`src/rtl/scan_host_pkg.sv`:
```
// ============================================================================
// Module   : scan_host_pkg
// Purpose  : Shared definitions for the scan_host tester-side scan master:
//            command op codes, controller state encoding and counter-width
//            helpers.
// Ports    : none (package)
// Config   : SCAN_HOST_PARITY_EN (used by scan_host, not referenced here)
// Revision : 1.0 - initial release
// ============================================================================
`default_nettype none

package scan_host_pkg;

  // Command op codes carried on cmd_op
  localparam logic OP_SHIFT = 1'b0;
  localparam logic OP_RUN   = 1'b1;

  // Controller states
  typedef enum logic [1:0] {
    IDLE  = 2'd0,
    SHIFT = 2'd1,
    RUN   = 2'd2,
    RESP  = 2'd3
  } state_e;

  // Bits needed to count 0..n-1 (never less than one bit)
  function automatic int cnt_width(input int n);
    return (n <= 2) ? 1 : $clog2(n);
  endfunction

  function automatic int max_int(input int a, input int b);
    return (a > b) ? a : b;
  endfunction

endpackage

`default_nettype wire

```
`src/rtl/scan_host_shreg.sv`:
```
// ============================================================================
// Module   : scan_host_shreg
// Purpose  : CHAIN_LEN-bit pattern/capture shift register for scan_host.
//            Loaded with the outgoing pattern at command acceptance; every
//            shift cycle it moves toward the LSB (exposing the next sin bit)
//            while the chain's sout is inserted at the MSB. After CHAIN_LEN
//            shifts it holds the unloaded chain word with bit k = k-th bit
//            that left the chain.
// Ports    : clk_i       clock
//            reset_i     asynchronous active-high reset
//            load_i      load pat_i (takes priority over shift_i)
//            pat_i       parallel load value
//            shift_i     shift one position
//            sout_i      serial bit captured into the MSB
//            data_o      current register contents
//            next_sin_o  bit to drive on sin in the following shift cycle
// Revision : 1.0 - initial release
// ============================================================================
`default_nettype none

module scan_host_shreg
  import scan_host_pkg::*;
#(
  parameter int CHAIN_LEN = 16
) (
  input  logic                 clk_i,
  input  logic                 reset_i,
  input  logic                 load_i,
  input  logic [CHAIN_LEN-1:0] pat_i,
  input  logic                 shift_i,
  input  logic                 sout_i,
  output logic [CHAIN_LEN-1:0] data_o,
  output logic                 next_sin_o
);

  logic [CHAIN_LEN-1:0] data_q;

  always_ff @(posedge clk_i or posedge reset_i) begin
    if (reset_i) begin
      data_q <= '0;
    end else if (load_i) begin
      data_q <= pat_i;
    end else if (shift_i) begin
      data_q <= {sout_i, data_q[CHAIN_LEN-1:1]};
    end
  end

  // data_q[0] is the bit currently on sin (driven by the top's register),
  // so the bit that follows it is data_q[1].
  assign next_sin_o = data_q[1];
  assign data_o     = data_q;

endmodule

`default_nettype wire

```
`src/rtl/scan_host.sv`:
```
// ============================================================================
// Module   : scan_host
// Purpose  : Tester-side scan chain master. Accepts SHIFT (load new pattern,
//            unload old one) and RUN (N functional cycles) commands over a
//            val/rdy port and returns exactly one response per command.
//            One command in flight at a time.
// Ports    : clk_i         clock; scan pins change on its rising edge
//            reset_i       asynchronous active-high reset
//            cmd_val_i     command valid
//            cmd_rdy_o     command ready (only in IDLE)
//            cmd_op_i      0 = SHIFT, 1 = RUN
//            cmd_pat_i     SHIFT pattern, bit 0 enters sin first
//            cmd_cycles_i  RUN length in functional cycles
//            resp_val_o    response valid
//            resp_rdy_i    response ready
//            resp_data_o   SHIFT: unloaded chain word; RUN: zero
//            sen_o         scan enable to DUT
//            scan_ce_o     chain clock enable to DUT
//            sin_o         serial data into the chain
//            sout_i        serial data from the chain's last flop
//            resp_par_o    XOR of resp_data (SCAN_HOST_PARITY_EN only)
// Config   : SCAN_HOST_PARITY_EN - adds resp_par_o
// Revision : 1.0 - initial release
// ============================================================================
`default_nettype none

module scan_host
  import scan_host_pkg::*;
#(
  parameter int CHAIN_LEN = 16,
  parameter int CNT_W     = 8
) (
  input  logic                 clk_i,
  input  logic                 reset_i,
  input  logic                 cmd_val_i,
  output logic                 cmd_rdy_o,
  input  logic                 cmd_op_i,
  input  logic [CHAIN_LEN-1:0] cmd_pat_i,
  input  logic [CNT_W-1:0]     cmd_cycles_i,
  output logic                 resp_val_o,
  input  logic                 resp_rdy_i,
  output logic [CHAIN_LEN-1:0] resp_data_o,
  output logic                 sen_o,
  output logic                 scan_ce_o,
  output logic                 sin_o,
  input  logic                 sout_i
`ifdef SCAN_HOST_PARITY_EN
  ,
  output logic                 resp_par_o
`endif
);

  // One counter serves both SHIFT (0..CHAIN_LEN-1) and RUN (0..N-1)
  localparam int SH_W = cnt_width(CHAIN_LEN);
  localparam int CW   = max_int(CNT_W, SH_W);

  state_e               state_q;
  logic [CW-1:0]        cnt_q;
  logic [CNT_W-1:0]     cycles_q;
  logic                 cmd_rdy_q;
  logic                 resp_val_q;
  logic                 sen_q;
  logic                 ce_q;
  logic                 sin_q;

  logic                 w_accept;
  logic                 w_shift;
  logic [CW-1:0]        w_cnt_inc;
  logic                 w_shift_last;
  logic                 w_run_last;
  logic [CHAIN_LEN-1:0] w_load_pat;
  logic [CHAIN_LEN-1:0] w_sh_data;
  logic                 w_next_sin;

  assign w_accept     = (state_q == IDLE) && cmd_val_i && cmd_rdy_q;
  assign w_shift      = (state_q == SHIFT);
  assign w_cnt_inc    = cnt_q + CW'(1);
  assign w_shift_last = (cnt_q == CW'(CHAIN_LEN - 1));
  assign w_run_last   = (w_cnt_inc == CW'(cycles_q));

  // RUN loads zeros so the register doubles as the all-zero RUN response
  assign w_load_pat   = (cmd_op_i == OP_SHIFT) ? cmd_pat_i : '0;

  scan_host_shreg #(
    .CHAIN_LEN (CHAIN_LEN)
  ) u_shreg (
    .clk_i      (clk_i),
    .reset_i    (reset_i),
    .load_i     (w_accept),
    .pat_i      (w_load_pat),
    .shift_i    (w_shift),
    .sout_i     (sout_i),
    .data_o     (w_sh_data),
    .next_sin_o (w_next_sin)
  );

  // Controller FSM with registered scan pins and handshake outputs.
  always_ff @(posedge clk_i or posedge reset_i) begin
    if (reset_i) begin
      state_q    <= IDLE;
      cnt_q      <= '0;
      cycles_q   <= '0;
      cmd_rdy_q  <= 1'b1;
      resp_val_q <= 1'b0;
      sen_q      <= 1'b0;
      ce_q       <= 1'b0;
      sin_q      <= 1'b0;
    end else begin
      case (state_q)
        IDLE: begin
          if (w_accept) begin
            cmd_rdy_q <= 1'b0;
            cnt_q     <= '0;
            cycles_q  <= cmd_cycles_i;
            if (cmd_op_i == OP_SHIFT) begin
              state_q <= SHIFT;
              sen_q   <= 1'b1;
              ce_q    <= 1'b1;
              sin_q   <= cmd_pat_i[0];
            end else if (cmd_cycles_i == '0) begin
              // Zero-length RUN: respond without touching the chain
              state_q    <= RESP;
              resp_val_q <= 1'b1;
            end else begin
              state_q <= RUN;
              ce_q    <= 1'b1;
            end
          end
        end

        SHIFT: begin
          if (w_shift_last) begin
            // This edge shifts the last sout into the capture register
            state_q    <= RESP;
            sen_q      <= 1'b0;
            ce_q       <= 1'b0;
            sin_q      <= 1'b0;
            cnt_q      <= '0;
            resp_val_q <= 1'b1;
          end else begin
            cnt_q <= w_cnt_inc;
            sin_q <= w_next_sin;
          end
        end

        RUN: begin
          if (w_run_last) begin
            state_q    <= RESP;
            ce_q       <= 1'b0;
            cnt_q      <= '0;
            resp_val_q <= 1'b1;
          end else begin
            cnt_q <= w_cnt_inc;
          end
        end

        RESP: begin
          if (resp_rdy_i) begin
            state_q    <= IDLE;
            resp_val_q <= 1'b0;
            cmd_rdy_q  <= 1'b1;
          end
        end

        default: begin
          state_q    <= IDLE;
          cmd_rdy_q  <= 1'b1;
          resp_val_q <= 1'b0;
          sen_q      <= 1'b0;
          ce_q       <= 1'b0;
          sin_q      <= 1'b0;
        end
      endcase
    end
  end

`ifdef SCAN_HOST_PARITY_EN
  logic                 par_q;
  logic [CHAIN_LEN-1:0] w_capture;

  // Same word the shift register holds after the final shift edge
  assign w_capture = {sout_i, w_sh_data[CHAIN_LEN-1:1]};

  always_ff @(posedge clk_i or posedge reset_i) begin
    if (reset_i) begin
      par_q <= 1'b0;
    end else if (w_shift && w_shift_last) begin
      par_q <= ^w_capture;
    end else if (w_accept) begin
      par_q <= 1'b0;
    end
  end

  assign resp_par_o = par_q;
`endif

  assign cmd_rdy_o   = cmd_rdy_q;
  assign resp_val_o  = resp_val_q;
  assign resp_data_o = w_sh_data;
  assign sen_o       = sen_q;
  assign scan_ce_o   = ce_q;
  assign sin_o       = sin_q;

endmodule

`default_nettype wire

```
`config.mk`:
```
export PLATFORM = sky130hd
export DESIGN_NAME = scan_host
export DESIGN_NICKNAME = d
export VERILOG_FILES = /design/src/rtl/scan_host_pkg.sv /design/src/rtl/scan_host_shreg.sv /design/src/rtl/scan_host.sv
export SDC_FILE = /design/constraint.sdc
export NUM_CORES = 1
export LEC_CHECK = 0
export ABC_CLOCK_PERIOD_IN_PS = 3100
export CELL_PAD_IN_SITES_DETAIL_PLACEMENT = 1
export CELL_PAD_IN_SITES_GLOBAL_PLACEMENT = 1
export CORE_ASPECT_RATIO = 1.5
export CORE_UTILIZATION = 33
export CTS_CLUSTER_SIZE = 16
export DETAILED_ROUTE_END_ITERATION = 8
export PLACE_DENSITY = 0.68
export SETUP_SLACK_MARGIN = 0.15
export SKIP_LAST_GASP = 1
export SYNTH_ARGS = -nofsm -noshare
export SYNTH_HDL_FRONTEND = slang
export SYNTH_SLANG_ARGS = --single-unit
```
`constraint.sdc`:
```
create_clock -name clk_i -period 3.1 [get_ports clk_i]
set_clock_uncertainty 0.2 [all_clocks]
set_input_delay 0.775 -clock clk_i [delete_from_list [all_inputs] [get_ports clk_i]]
set_output_delay 0.775 -clock clk_i [all_outputs]
set_load 0.02 [all_outputs]
```
==> results of run 1 <==
[logic make-up (layout without fill, tap and decap cells)]
group | after synthesis | after routing | synth area share
simple gates | 88 | 88 | 0.197
compound gates | 61 | 61 | 0.183
flops | 39 | 39 | 0.427
buf+inv | 27 | 72 | 0.0519
mux | 20 | 20 | 0.0885
fa+ha+maj | 5 | 5 | 0.0273
xor+xnor | 5 | 5 | 0.0257
[synth_stat cells, drive strengths merged, types with 5 or more instances]
cell type / instances / area [um^2]
dfrtp: 38 / 951
nand2: 36 / 135
o21ai: 25 / 125
mux2i: 18 / 180
nand3b: 15 / 113
clkbuf: 13 / 48.8
nor2: 11 / 41.3
inv: 9 / 33.8
a21oi: 8 / 40.0
nand3: 7 / 45.0
o31ai: 6 / 50.1
buf: 5 / 36.3
ha: 5 / 62.6
[routing by layer]
layer | global-route usage | wire, um
met5 | 0 | 0
met4 | 0.0643 | 158
met3 | 0.0339 | 209
met2 | 0.319 | 3130
met1 | 0.212 | 2640
[sequential cells by signal (all words and copies together), names as in the netlist]
| signal | count |
|---|---|
| u_shreg.data_o | 16 |
| cycles_q | 8 |
| cnt_q | 8 |
| cmd_rdy_o | 1 |
| scan_ce_o | 1 |
| resp_val_o | 1 |
| sin_o | 1 |
| state_q | 2 |
| sen_o | 1 |
[layout by cell type, fill, tap and decap left out, types with 3 or more instances in the layout]
cell and n:
inv_1 9, clkbuf_8 5, nand3b_1 15, dfrtp_1 38, nand2b_1 3, o31ai_1 5, buf_4 5, nor2_1 10
o22ai_1 3, ha_1 5, nand3_1 5, clkdlybuf4s50_1 50, a21oi_1 8, nor3_1 3, nor2b_1 3, nand2_1 36
mux2i_1 18, o21ai_0 24
[metrics by stage]
step                std cells  hold WS, ps  cell area [um^2]  setup WS (ps)  total power (uW)
floorplan                 245          266              2290            695               534
global placement          358          286              2840            383               581
detailed placement        358          287              2840            339               582
CTS                       366          308              2970            393              1110
global route              366          325              2970            264              1120
finish                    366          302              2970            406              1090
[worst min-delay path, cell delays in order (launching register included)]
cell and delay (ps):
dfrtp_1 370, nand2_1 50, nand2_1 50
[path summary, 6_finish.rpt]
| path | start | to | slack [ps] | cells after the start |
|---|---|---|---|---|
| min in group asynchronous | reset_i | cycles_q[1] | 710 | 3 |
| max reg2reg | cnt_q[0] | cnt_q[0] | 410 | 8 |
| max in group asynchronous | reset_i | cmd_rdy_o | 1640 | 3 |
| max | cnt_q[0] | cnt_q[0] | 410 | 8 |
| min | cycles_q[1] | cycles_q[1] | 300 | 2 |
| min reg2reg | cycles_q[1] | cycles_q[1] | 300 | 2 |
[cell type report]
cell class                      count  area, um^2  share of cell area
Inverter                            9        33.8              0.0114
Multi-Input combinational cell    179        1200               0.403
Clock inverter                      2        60.1              0.0202
Tap cell                           76        95.1              0.0320
Sequential cell                    39         977               0.329
Timing Repair Buffer               55         538               0.181
Clock buffer                        6        72.6              0.0244
[power groups by stage]
stage	registers (uW)	clock network, uW	logic, uW
global placement	518	0	62.6
floorplan	518	0	15.9
global route	508	546	67.8
detailed placement	518	0	63.2
CTS	508	535	63.3
finish	508	520	61.4
==> impl_metrics.tcl, run 1 <==
set metrics [dict create \
    status "completed" \
    fin_nets 324 \
    antenna_left 0 \
    start_util 0.346 \
    synthToLayoutAreaGrowth_pct 29.8 \
    fin_crit_sh 0.869 \
    ys_ff_latch 39 \
    synth_nets 280 \
    pwr-share-seq 0.467 \
    worstPathRequired_ps 3090 \
    post_cts_buffers 0 \
    ctsResizeCount 0 \
    fin_crit_ps 2690 \
    path_cells "ha_1 -> nand3_2 -> a31o_1 -> a211o_1 -> o311ai_2 -> o2111ai_4 -> and3_1 -> mux2_2" \
    hp-class "register to register" \
    syn_area_mm2 0.00229 \
    syn_avg_cell_area_um2 9.35 \
    start_kind "register" \
    setup_viol 0 \
    ir_worst_vdd_mv 0.216 \
    synth_enable_flop_cells 0 \
    dieArea_mm2 0.00729 \
    tritoncts "done" \
    numCtsBuffers 5 \
    place_congestion 0.830 \
    crit_buf_inv 0 \
    wl_per_cell_um 16.8 \
    grt_antenna_before_repair 0 \
    path_max_fanout 10 \
    power.internal_uw 868 \
    share_comb_of_total_power 0.056 \
    hold_viol 0 \
    synthCells 245 \
    slowest_stage "dfrtp_1" \
    port-buffer-count 50 \
    critical-path-top-delay-family "compound AO/OA/AOI/OAI gates" \
    slew_violations 0 \
    fmax_ghz 0.371 \
    hpwl_mm 4.38 \
    ios 51 \
    powerDensity_mw_per_mm2 366 \
    max-cap-violations 0 \
    relSlewSlack 0.664 \
    ys_types 49 \
    wirelength_mm 6.14 \
    rsz0062_at_grt "false" \
    die_x_um 70.0 \
    final_util 0.449 \
    p_leak_uw 0.00120 \
    drt-initial-drc-count 105 \
    cpPeakStageDelay_ps 460 \
    firstDrtPassIters 4 \
    cts.clk_slew.worst_paths_ps 80 \
    clk_path_buf_depth 2 \
    insertion_delay_ps 300 \
    yosysWarnings 0 \
    cp-end-kind "register" \
    drcViolationCount 0 \
    clockRootBuffer "clkbuf_8" \
    grt_max_degree 40 \
    tns_ps 0 \
    swShare 0.203 \
    cts_hold_buf 0 \
    htree_num_levels 2 \
    critPathKind "register to register" \
    rows 36 \
    diodes 0 \
    grt_pass1_wl_mm 10.5 \
    p_clk_frac 0.477 \
    yosysSeqAreaShare 0.427 \
    die_h_um 104 \
    clock_sinks 39 \
    synth_ff_type "dfrtp_1" \
    vias 1975 \
    core_mm2 0.00662 \
    grt_pass1_vias 2117 \
    power.switching_uw 221 \
    viasPerCell 5.40 \
    worstPathArrival_ps 2680 \
    track_usage 0.180 \
    layout-drive-gt1-share 0.0862 \
    synthArstFlopShare 1.00 \
    overflow 0 \
    worst_slew_pin_slew_ps 504 \
    fill_cells 769 \
]
Power figures use the tool's default switching activity.
==> run 2, diff against run 1 <==
- ABC_CLOCK_PERIOD_IN_PS: 3100 -> 2890
- SLEW_MARGIN: default -> 0
- clock period: 3.1 -> 2.89 ns (I/O delays scaled with it)
==> run 2 against run 1 <==
Net effect: routed wire length increased by 0.85%; die area unchanged; fmax increased by 3.5%; sequential power increased by 7.3%; critical path type unchanged; critical endpoint unchanged; largest cell class unchanged; largest power group is now registers.
==> impl_metrics.tcl, run 2 (synthesis results as in run 1) <==
set metrics [dict create \
    wl_per_cell_um 16.8 \
    port-buffer-count 50 \
    clk_path_buf_depth 2 \
    max-cap-violations 0 \
    worst_slew_pin_slew_ps 520 \
    rows 36 \
    relSlewSlack 0.653 \
    final_cell_mix "clkdlybuf4s50_1 (50), dfrtp_1 (38), nand2_1 (36), o21ai_0 (24), mux2i_1 (18)" \
    hp-class "register to register" \
    ir_worst_vdd_mv 0.252 \
    htree_num_levels 2 \
    fin_nets 326 \
    place_congestion 0.814 \
    critPathKind "register to register" \
    core_mm2 0.00662 \
    tritoncts "done" \
    ios 51 \
    wirelength_mm 6.19 \
    numCtsBuffers 5 \
    p_total_uw 1040 \
    overflow 0 \
    start_kind "register" \
    vias 2000 \
    slew_violations 0 \
    firstDrtPassIters 4 \
    diodes 0 \
    grt_pass1_wl_mm 10.7 \
    drt-initial-drc-count 32 \
    synthToLayoutAreaGrowth_pct 29.2 \
    fin_crit_sh 0.901 \
    antenna_left 0 \
    grt_antenna_before_repair 0 \
    fin_crit_ps 2600 \
    setup_viol 0 \
    status "completed" \
    clockRootBuffer "clkbuf_8" \
    dieArea_mm2 0.00729 \
    powerDensity_mw_per_mm2 351 \
    cts.clk_slew.worst_paths_ps 90 \
    worstPathRequired_ps 2890 \
    ctsResizeCount 0 \
    cts_hold_buf 0 \
    grt_max_degree 40 \
    tns_ps 0 \
    layout-drive-gt1-share 0.0959 \
    hpwl_mm 4.50 \
    fmax_ghz 0.384 \
    path_max_fanout 6 \
    cp-end-kind "register" \
    final_common_cell "clkdlybuf4s50_1" \
    worstPathArrival_ps 2600 \
    clock_sinks 39 \
    fill_cells 755 \
    hold_viol 0 \
    track_usage 0.183 \
    post_cts_buffers 0 \
    largest_reg_flops 16 \
    grt_pass1_vias 2213 \
    start_util 0.346 \
    r2r_slack_ps 290 \
    die_x_um 70.0 \
    insertion_delay_ps 300 \
    viasPerCell 5.43 \
    drcViolationCount 0 \
    die_h_um 104 \
    p_leak_uw 0.00120 \
    rsz0062_at_grt "false" \
]
run 2: worst max-delay path, cell delays in order (launching register included):
cell,delay [ps]
dfrtp_1,420
ha_1,280
nand3_2,160
a31o_1,230
a211o_1,300
o311ai_2,120
o2111ai_4,230
and3_1,290
mux2_2,270
run 2: worst paths after layout:
kind	endpoint	cells after the start	startpoint
setup / recovery	cnt_q[0]	8	cnt_q[1]
hold / removal	cycles_q[0]	2	cycles_q[0]
setup reg to reg	cnt_q[0]	8	cnt_q[1]
hold reg to reg	cycles_q[0]	2	cycles_q[0]
max in group asynchronous	cmd_rdy_o	3	reset_i
min in group asynchronous	cycles_q[0]	3	reset_i
run 2: layout make-up:
type,count,area (um^2),share of cell area
clock buffer,7,96.3,0.0325
inverter,9,33.8,0.0114
multi-input combinational,179,1200,0.404
sequential,39,977,0.330
clock inverter,1,7.51,0.00254
timing repair buffer,57,553,0.187
tap,76,95.1,0.0321
run 2: metal layers:
layer / vias up / part of all wire / track usage
li1: 954 / - / -
met2: 44 / 0.53 / 0.332
met5: - / 0 / 0
met1: 989 / 0.41 / 0.207
met4: 0 / 0.024 / 0.0757
met3: 13 / 0.032 / 0.0300
run 2: report_power, final:
part           switching [uW]  total, uW  internal (uW)
Sequential                  0        545            545
Combinational            25.0       65.9           40.8
Clock                     212        429            217
Total                     237       1040            803
run 2: metrics by stage:
stage                      util  hold slack (ps)  instances  setup slack, ps  cell area [um^2]
after floorplan               -              266        245              485              2290
after global placement    0.431              282        360              225              2860
after detailed placement  0.431              296        360              161              2860
after CTS                 0.447              317        368              313              2960
after global routing      0.447              355        368              156              2960
final                     0.447              311        368              286              2960
